[src/rtl/camo_key_loader.sv]
// ---------------------------------------------------------------------------
// camo_key_loader
//
// Fetches the camouflage key for the locked c432 netlist from the on-die key
// store. The key arrives as a bit-serial valid/ready stream, LSB first: the
// key bits come first, then a nibble checksum. The checksum is the XOR of the
// key nibbles. If the checksum is bad, the fetch is retried a bounded number
// of times before the block latches a sticky error. Only a verified key ever
// reaches key_out. The netlist's outputs are gated by out_enable.
//
// Ports
//   clk         : rising-edge clock
//   rst_n       : asynchronous active-low reset
//   start       : level; begins a fetch when sampled in IDLE
//   zeroize     : level; clears key/state back to IDLE, highest priority
//   kbit_valid  : key store presents a bit on kbit
//   kbit        : serial key/checksum bit, LSB first
//   kbit_ready  : loader accepts a bit this cycle (zeroize masks it)
//   fetch_req   : asks the store to (re)start its stream from bit 0
//   key_out     : verified key, bit i drives s_i
//   key_valid   : key_out holds a verified key
//   out_enable  : output gate for the locked netlist, equals key_valid
//   busy        : fetch in progress (REQ, SHIFT, CHECK)
//   error       : sticky, all attempts failed
// ---------------------------------------------------------------------------
module camo_key_loader #(
    parameter int KEY_W   = 12,
    parameter int CHK_W   = 4,
    parameter int MAX_TRY = 3
) (
    input  logic             clk,
    input  logic             rst_n,
    input  logic             start,
    input  logic             zeroize,
    input  logic             kbit_valid,
    input  logic             kbit,
    output logic             kbit_ready,
    output logic             fetch_req,
    output logic [KEY_W-1:0] key_out,
    output logic             key_valid,
    output logic             out_enable,
    output logic             busy,
    output logic             error
);

    typedef enum logic [2:0] {
        ST_IDLE  = 3'd0,
        ST_REQ   = 3'd1,
        ST_SHIFT = 3'd2,
        ST_CHECK = 3'd3,
        ST_DONE  = 3'd4,
        ST_ERR   = 3'd5
    } state_t;

    localparam logic [4:0] LAST_BIT_C = 5'(KEY_W + CHK_W - 1);
    localparam logic [4:0] KEY_W_C    = 5'(KEY_W);
    localparam logic [2:0] MAX_TRY_C  = 3'(MAX_TRY);

    // XOR of all key nibbles; this is the checksum the store appends
    function automatic logic [CHK_W-1:0] nibble_xor(input logic [KEY_W-1:0] key);
        logic [CHK_W-1:0] acc;
        acc = {CHK_W{1'b0}};
        for (int i = 0; i < KEY_W / 4; i++) begin
            acc = acc ^ key[i*4 +: 4];
        end
        return acc;
    endfunction

    state_t             state_r;
    logic [4:0]         bit_cnt_r;
    logic [2:0]         try_cnt_r;
    logic [KEY_W-1:0]   shadow_key_r;
    logic [CHK_W-1:0]   shadow_chk_r;
    logic [KEY_W-1:0]   key_out_r;
    logic               key_valid_r;
    logic               error_r;
    logic               ready_r;
    logic               fetch_req_r;
    logic               busy_r;

    logic               accept_s;
    logic               chk_ok_s;

    // zeroize masks ready in the same cycle, so a bit offered alongside it is never taken
    assign kbit_ready = ready_r & ~zeroize;
    assign accept_s   = kbit_valid & kbit_ready;
    assign chk_ok_s   = (nibble_xor(shadow_key_r) == shadow_chk_r);

    assign fetch_req  = fetch_req_r;
    assign key_out    = key_out_r;
    assign key_valid  = key_valid_r;
    assign out_enable = key_valid_r;
    assign busy       = busy_r;
    assign error      = error_r;

    // Sequencer: state, counters, shadow registers and registered outputs
    always_ff @(posedge clk or negedge rst_n) begin
        if (!rst_n) begin
            state_r      <= ST_IDLE;
            bit_cnt_r    <= 5'd0;
            try_cnt_r    <= 3'd0;
            shadow_key_r <= {KEY_W{1'b0}};
            shadow_chk_r <= {CHK_W{1'b0}};
            key_out_r    <= {KEY_W{1'b0}};
            key_valid_r  <= 1'b0;
            error_r      <= 1'b0;
            ready_r      <= 1'b0;
            fetch_req_r  <= 1'b0;
            busy_r       <= 1'b0;
        end else if (zeroize) begin
            state_r      <= ST_IDLE;
            bit_cnt_r    <= 5'd0;
            try_cnt_r    <= 3'd0;
            shadow_key_r <= {KEY_W{1'b0}};
            shadow_chk_r <= {CHK_W{1'b0}};
            key_out_r    <= {KEY_W{1'b0}};
            key_valid_r  <= 1'b0;
            error_r      <= 1'b0;
            ready_r      <= 1'b0;
            fetch_req_r  <= 1'b0;
            busy_r       <= 1'b0;
        end else begin
            case (state_r)
                ST_IDLE: begin
                    if (start) begin
                        state_r     <= ST_REQ;
                        try_cnt_r   <= 3'd1;
                        bit_cnt_r   <= 5'd0;
                        fetch_req_r <= 1'b1;
                        busy_r      <= 1'b1;
                        ready_r     <= 1'b0;
                    end else begin
                        state_r <= ST_IDLE;
                    end
                end
                ST_REQ: begin
                    state_r     <= ST_SHIFT;
                    ready_r     <= 1'b1;
                    fetch_req_r <= 1'b1;
                    busy_r      <= 1'b1;
                end
                ST_SHIFT: begin
                    if (accept_s) begin
                        // LSB first: each new bit enters at the top and walks down
                        if (bit_cnt_r < KEY_W_C) begin
                            shadow_key_r <= {kbit, shadow_key_r[KEY_W-1:1]};
                        end else begin
                            shadow_chk_r <= {kbit, shadow_chk_r[CHK_W-1:1]};
                        end
                        bit_cnt_r <= bit_cnt_r + 5'd1;
                        if (bit_cnt_r == LAST_BIT_C) begin
                            state_r     <= ST_CHECK;
                            ready_r     <= 1'b0;
                            fetch_req_r <= 1'b0;
                        end else begin
                            state_r <= ST_SHIFT;
                        end
                    end else begin
                        state_r <= ST_SHIFT;
                    end
                end
                ST_CHECK: begin
                    if (chk_ok_s) begin
                        state_r     <= ST_DONE;
                        key_out_r   <= shadow_key_r;
                        key_valid_r <= 1'b1;
                        busy_r      <= 1'b0;
                    end else if (try_cnt_r < MAX_TRY_C) begin
                        // fetch_req was low for this CHECK cycle: that gap is the store's restart cue
                        state_r     <= ST_REQ;
                        try_cnt_r   <= try_cnt_r + 3'd1;
                        bit_cnt_r   <= 5'd0;
                        fetch_req_r <= 1'b1;
                    end else begin
                        state_r   <= ST_ERR;
                        error_r   <= 1'b1;
                        key_out_r <= {KEY_W{1'b0}};
                        busy_r    <= 1'b0;
                    end
                end
                ST_DONE: begin
                    state_r <= ST_DONE;
                end
                ST_ERR: begin
                    state_r <= ST_ERR;
                end
                default: begin
                    state_r     <= ST_IDLE;
                    key_out_r   <= {KEY_W{1'b0}};
                    key_valid_r <= 1'b0;
                    ready_r     <= 1'b0;
                    fetch_req_r <= 1'b0;
                    busy_r      <= 1'b0;
                end
            endcase
        end
    end

endmodule

[config.mk]
export PLATFORM = sky130hd
export DESIGN_NAME = camo_key_loader
export DESIGN_NICKNAME = d
export VERILOG_FILES = /design/src/rtl/camo_key_loader.sv
export SDC_FILE = /design/constraint.sdc
export NUM_CORES = 1
export LEC_CHECK = 0
export CORE_MARGIN = 10
export CORE_UTILIZATION = 58
export DETAILED_ROUTE_END_ITERATION = 10
export PLACE_DENSITY_LB_ADDON = 0.08
export SETUP_SLACK_MARGIN = 0.4
export SYNTH_ARGS = -nofsm -noshare
export SYNTH_HDL_FRONTEND = slang
export SYNTH_SLANG_ARGS = --single-unit
[constraint.sdc]
create_clock -name clk -period 5.9 [get_ports clk]
set_clock_uncertainty 0.2 [all_clocks]
set_input_delay 0.59 -clock clk [delete_from_list [all_inputs] [get_ports clk]]
set_output_delay 0.59 -clock clk [all_outputs]
set_load 0.02 [all_outputs]
==> impl_metrics.toml, run 1 <==
[synthesis]
yosysTopAreaCell = "dfrtp_1"
ys_ff_latch = 44
netlist_area_um2 = 2160
synthTopCellsByArea = "dfrtp_1 (51%), a21oi_1 (4.6%), a22o_2 (3.7%)"
ys.warnings.count = 0
synthesis.nets = 222
yosysUniqueCellTypes = 48
synth_edf_count = 0
synth.most_common_cell = "dfrtp_1"
yosysSeqAreaShare_pct = 50.9
synth_top_cells_by_count = "dfrtp_1 (44), a21oi_1 (20), nand2_1 (20)"
synth_ff_type = "dfrtp_1"
async_reset_ff_share_pct = 100
synth_cells = 213
synth_area_per_cell_um2 = 10.2
synth_top_area_share_pct = 50.9

[setup_path]
cp_max_fo = 30
required_ns = 5.83
cpPeakStageDelay_ns = 0.93
cp_common_cell = "nand2_1"
critPathSlowestCell = "clkdlybuf4s50_1"
ff2ff_path_depth = 5
worstPathArrival_ns = 3.51
worstSetupPathType = "in2reg"
cp_cell_sequence = "clkdlybuf4s50_1 -> nor4b_1 -> and3_1 -> nand2_1 -> nand2_1 -> a21oi_1"
start_kind = "input port"
endpoint_kind = "flip-flop"

[run]
drv_cap = 0

[clocking]
cts_tree = "built"
clock_latency_ns = 0.30
cts_max_path_buffers = 2
clkSinkCount = 44
cts_setup_buffers = 0
post_cts_resized = 0
postCtsHoldBufs = 0
cts_max_level = 2
cts_buffers = 5
cts-root-buf = "clkbuf_8"
clkTransAtPathRegs_ns = 0.08

[run_status]
status = "finished, final reports clean"

[final_layout]
finalNetCount = 239
diodes = 0
area.growth.synth_to_final_pct = 15.5
multi_input_area_um2 = 980
num-fill-cells = 288
regArea_um2 = 1100
drive_gt1_share_pct = 10.8

[floorplanning]
die_h_um = 81.1
core.rowCount = 22
initial_core_util_pct = 59.5
dieArea_um2 = 6570
fp.coreArea_um2 = 3630
die_w_um = 81.1
io_pins = 24

[placement]
hpwlAfterDp_um = 3170
post-place-ws_ns = 2.14
gp_congestion = 0.888
port_buffers = 23

[global_routing]
grt_max_degree = 45
grt_pass1_wl_um = 7510
grt_use_met3_pct = 4.42
met2_usage_pct = 22.2
grt_usage_pct = 14.3
overflow = 0
gr-usage-met1_pct = 18.7
top_usage_layer = "met2"
grt_antenna_before_repair = 0
grt_pass1_vias = 1568

[timing]
holdWs_ns = 0.229
fmax_mhz = 280
setup_tns_ns = 0
rsz0062_at_grt = "no"
slew_viol_final = 0
period_minus_slack_ns = 3.57
tightestPinTransition_ns = 1.01
final_hold_viol_count = 0
layout_setup_ws_ns = 2.33
maxSlewHeadroom_pct = 32.6
setup_viol = 0
fin_crit_sh_pct = 60.6

[drt]
wl_um = 4380
drtAntennaViolNets = 0
wire_per_inst_um = 15.7
first_pass_iters = 4
post_drt_via_cell_ratio = 6.01
drt_iter0_markers = 143
drc = 0
vias = 1677

[pwr]
pwr-share-comb_pct = 12.2
powerDensity_nw_per_um2 = 253
switching_share_pct = 25.5
clkPwrFrac_pct = 35.7
internal_power_uw = 470
power.switching_uw = 161
p_leak_uw = 0.00108
peakVddDrop_mv = 0.180
power_frac_seq_pct = 52.0

[worst_hold_path]
hold_path_class = "in2async"
-- sequential cells by signal, summed over array words and instances, names as in the netlist, 3 cells and up --
name          flops
bit_cnt_r         5
key_out          12
shadow_chk_r      4
shadow_key_r     12
state_r           3
try_cnt_r         3
-- cells in the final DEF (no fill, tap or decap), drive strengths merged, types with 2 or more instances in the layout --
master,synthesis,final
dfrtp,44,44
clkdlybuf4s50,0,22
nand2,20,20
a21oi,20,20
nor2,17,17
nand3,16,16
a22o,14,14
xnor2,9,9
o21ai,8,8
inv,5,5
mux2i,5,5
xor2,5,5
clkbuf,8,5
a31oi,3,3
ha,3,3
or3,3,3
nor3,2,2
and3,2,2
o22ai,2,2
-- path summary, 6_finish.rpt --
kind | from | endpoint | slack, ns
min | rst_n | state_r[0] | 0.23
min reg2reg | error | error | 0.30
min in group clk | error | error | 0.30
max in group asynchronous | rst_n | ready_r | 4.68
max | zeroize | shadow_key_r[9] | 2.33
max reg2reg | state_r[1] | shadow_key_r[9] | 3.16
-- per-stage QoR --
step | area (µm²) | std cells | power (µW) | utilization (%)
2_1_floorplan | 2160 | 213 | 382 | -
3_3_place_gp | 2380 | 271 | 407 | 65.6
3_5_place_dp | 2380 | 271 | 411 | 65.6
4_1_cts | 2500 | 279 | 635 | 68.7
5_1_grt | 2500 | 279 | 659 | 68.7
6_report | 2500 | 279 | 631 | 68.7
-- cells by family after synthesis --
kind of cell             after synthesis  share of synthesized area, %
adder cells (fa/ha/maj)                3                          1.74
AND/OR/NAND/NOR                       68                          15.4
AO/OA/AOI/OAI                         60                          19.7
multiplexers                           6                          2.84
XOR/XNOR                              14                          5.67
flip-flops                            44                          50.9
buffers and inverters                 18                          3.76
-- worst max-delay path, delay by kind of cell --
kind | cells | cell delay (ns)
and+or+nand+nor | 4 | 1.90
buffers and inverters | 1 | 0.93
AOI/OAI and AO/OA | 1 | 0.08
-- power groups by stage --
stage / Sequential [µW] / Combinational, µW / Clock (µW)
3_5_place_dp: 334 / 77.0 / 0
4_1_cts: 328 / 77.6 / 230
3_3_place_gp: 333 / 74.7 / 0
6_report: 329 / 77.2 / 225
5_1_grt: 331 / 87.1 / 241
2_1_floorplan: 329 / 52.7 / 0
-- final cells by class --
| cell class | instances | area share, % |
|---|---|---|
| flip-flops and latches | 44 | 44.1 |
| multi-input cells | 151 | 39.2 |
| repair buffers | 23 | 9.02 |
| clock buffers | 5 | 2.76 |
| well taps | 48 | 2.41 |
| clock inverters | 3 | 1.70 |
| inverters | 5 | 0.752 |
-- layer usage --
layer	routed length, µm	vias up	part of all wire (%)
met5	0	-	0
met4	61	0	1.4
met3	326	8	7.4
met2	2060	58	47
met1	1930	812	44
li1	-	799	-
No activity file was read; power rests on OpenSTA's default activity.
==> inputs of run 2 (changes only) <==
- CORE_UTILIZATION: 58 -> 50
- clock period: 5.9 -> 2.9 ns (I/O delays scaled with it)
==> impl_metrics.toml, run 2 (synthesis gave the netlist of run 1 again) <==
[setup_path]
start_kind = "flip-flop"
endpoint = "ready_r"
cp_max_fo = 3
cp_common_cell = "ha_1"
worst-path-buf-inv = 1
endpoint_kind = "flip-flop"
ff2ff_path_depth = 9
reg2reg_to = "ready_r"
worstSetupPathType = "reg2reg"
cpPeakStageDelay_ns = 0.41
startpoint = "bit_cnt_r[0]"
rr_startpoint = "bit_cnt_r[0]"
required_ns = 2.89
r2r_slack_ns = 0.43
path_delay_family = "simple AND/OR/NAND/NOR gates"
critPathSlowestCell = "dfrtp_1"
cp_cell_sequence = "ha_1 -> and3_1 -> ha_1 -> and4b_1 -> or3_4 -> a31oi_4 -> buf_4 -> nor2_1 -> o21ba_2"
cp.depth = 9
worstPathArrival_ns = 2.46

[pwr]
internal_power_uw = 1060
power_frac_seq_pct = 47.9
switching_share_pct = 24.2
pwr-share-comb_pct = 13.2
powerDensity_nw_per_um2 = 535
p_leak_uw = 0.00113
clkPwrFrac_pct = 39.0
power.switching_uw = 337
peakVddDrop_mv = 0.322

[run_status]
status = "finished, final reports clean"

[drt]
first_pass_iters = 4
post_drt_via_cell_ratio = 5.82
drc = 0
drtAntennaViolNets = 0
wire_per_inst_um = 17.1
vias = 1675
drt_iter0_markers = 160
wl_um = 4910

[floorplanning]
dieArea_um2 = 7350
fp.coreArea_um2 = 4090
die_w_um = 85.8
die_h_um = 85.8
core.rowCount = 23
io_pins = 24
initial_core_util_pct = 52.9

[timing]
setup_tns_ns = 0
slew_viol_final = 0
tightestPinTransition_ns = 0.963
setup_viol = 0
period_minus_slack_ns = 2.47
fin_crit_sh_pct = 85.3
fmax_mhz = 404
final_hold_viol_count = 0
maxSlewHeadroom_pct = 35.8
holdWs_ns = 0.304
rsz0062_at_grt = "yes"

[clocking]
clkSinkCount = 44
cts_buffers = 5
cts_tree = "built"
clkTransAtPathRegs_ns = 0.08
cts_max_path_buffers = 2
cts_max_level = 2
cts-root-buf = "clkbuf_8"
clock_latency_ns = 0.30

[final_layout]
multi_input_area_um2 = 1010
num-fill-cells = 332
finalNetCount = 247
diodes = 0
layout_commonest_cell = "dfrtp_1"
final_cell_mix = "dfrtp_1 (44), clkdlybuf4s50_1 (22), nand2_1 (20), a21oi_1 (20)"
stdcell_area_um2 = 2610
area.growth.synth_to_final_pct = 20.5
drive_gt1_share_pct = 14.3
regArea_um2 = 1100

[global_routing]
grt_pass1_vias = 1517
grt_pass1_wl_um = 7810
overflow = 0
grt_usage_pct = 13.1
grt_antenna_before_repair = 0
grt_max_degree = 45

[run]
drv_cap = 0

[placement]
placed_area_um2 = 2420
gp_congestion = 0.834
hpwlAfterDp_um = 3350
port_buffers = 23

[worst_hold_path]
hold_path_class = "reg2reg"
[run 2: cell types whose count changed in the layout (fill, tap and decap cells not counted)]
cell | before | now
buf_4 | 0 | 7
a31oi_1 | 3 | 2
a31oi_4 | 0 | 1
bufinv_16 | 1 | 2
clkinv_2 | 1 | 0
clkinvlp_4 | 1 | 0
dlygate4sd3_1 | 0 | 1
nor4b_1 | 1 | 0
nor4b_2 | 0 | 1
or3_1 | 2 | 1
or3_4 | 0 | 1
[run 2: power by group through the flow]
stage               Combinational, µW  Sequential, µW  Clock [µW]
floorplan                         107             670           0
global placement                  158             676           0
detailed placement                163             679           0
CTS                               166             666         556
global route                      200             673         581
finish                            183             667         544
[run 2: metrics by stage]
stage / power (µW) / util, % / std cells / setup slack (ns)
after floorplan: 777 / - / 213 / 0.541
after global placement: 834 / 59.3 / 278 / 0.356
after detailed placement: 841 / 59.3 / 278 / 0.327
after CTS: 1390 / 62.9 / 286 / 0.400
after global routing: 1450 / 63.7 / 288 / 0.345
final: 1390 / 63.7 / 288 / 0.427
[run 2: repair_timing]
item,4_1_cts,5_1_grt
setup buffers,0,2
hold buffers,1,0
gates resized for setup,1,3
endpoints found under the setup margin,1,12
pin swaps,0,1
gates cloned,0,0
hold endpoints to repair,44,0
[run 2: worst min path at each step]
stage,slack [ns],to,startpoint,cells past startpoint
2_1_floorplan,-0.21,bit_cnt_r[0],rst_n,0
3_3_place_gp,0.28,key_out[1],key_out[1],1
3_5_place_dp,0.28,key_out[3],key_out[3],1
4_1_cts,0.31,key_out[3],key_out[3],1
5_1_grt,0.31,key_out[6],key_out[6],1
6_report,0.30,key_out[3],key_out[3],1
[run 2: worst register-to-register path, cell delays in order (launching register included)]
cell and delay [ns]:
dfrtp_1 0.41, ha_1 0.23, and3_1 0.19, ha_1 0.17, and4b_1 0.22, or3_4 0.38
a31oi_4 0.20, buf_4 0.14, nor2_1 0.03, o21ba_2 0.20
[run 2: final cells by class]
cell class | count | area share [%]
Clock buffer | 5 | 2.64
Clock inverter | 2 | 2.31
Inverter | 5 | 0.720
Multi-Input combinational cell | 151 | 38.6
Sequential cell | 44 | 42.3
Tap cell | 50 | 2.40
Timing Repair Buffer | 31 | 11.0
[run 2: per-layer routing]
layer	wire [µm]	global-route usage, %
met1	2330	17.3
met2	2270	19.6
met3	249	4.45
met4	60	4.04
met5	0	0
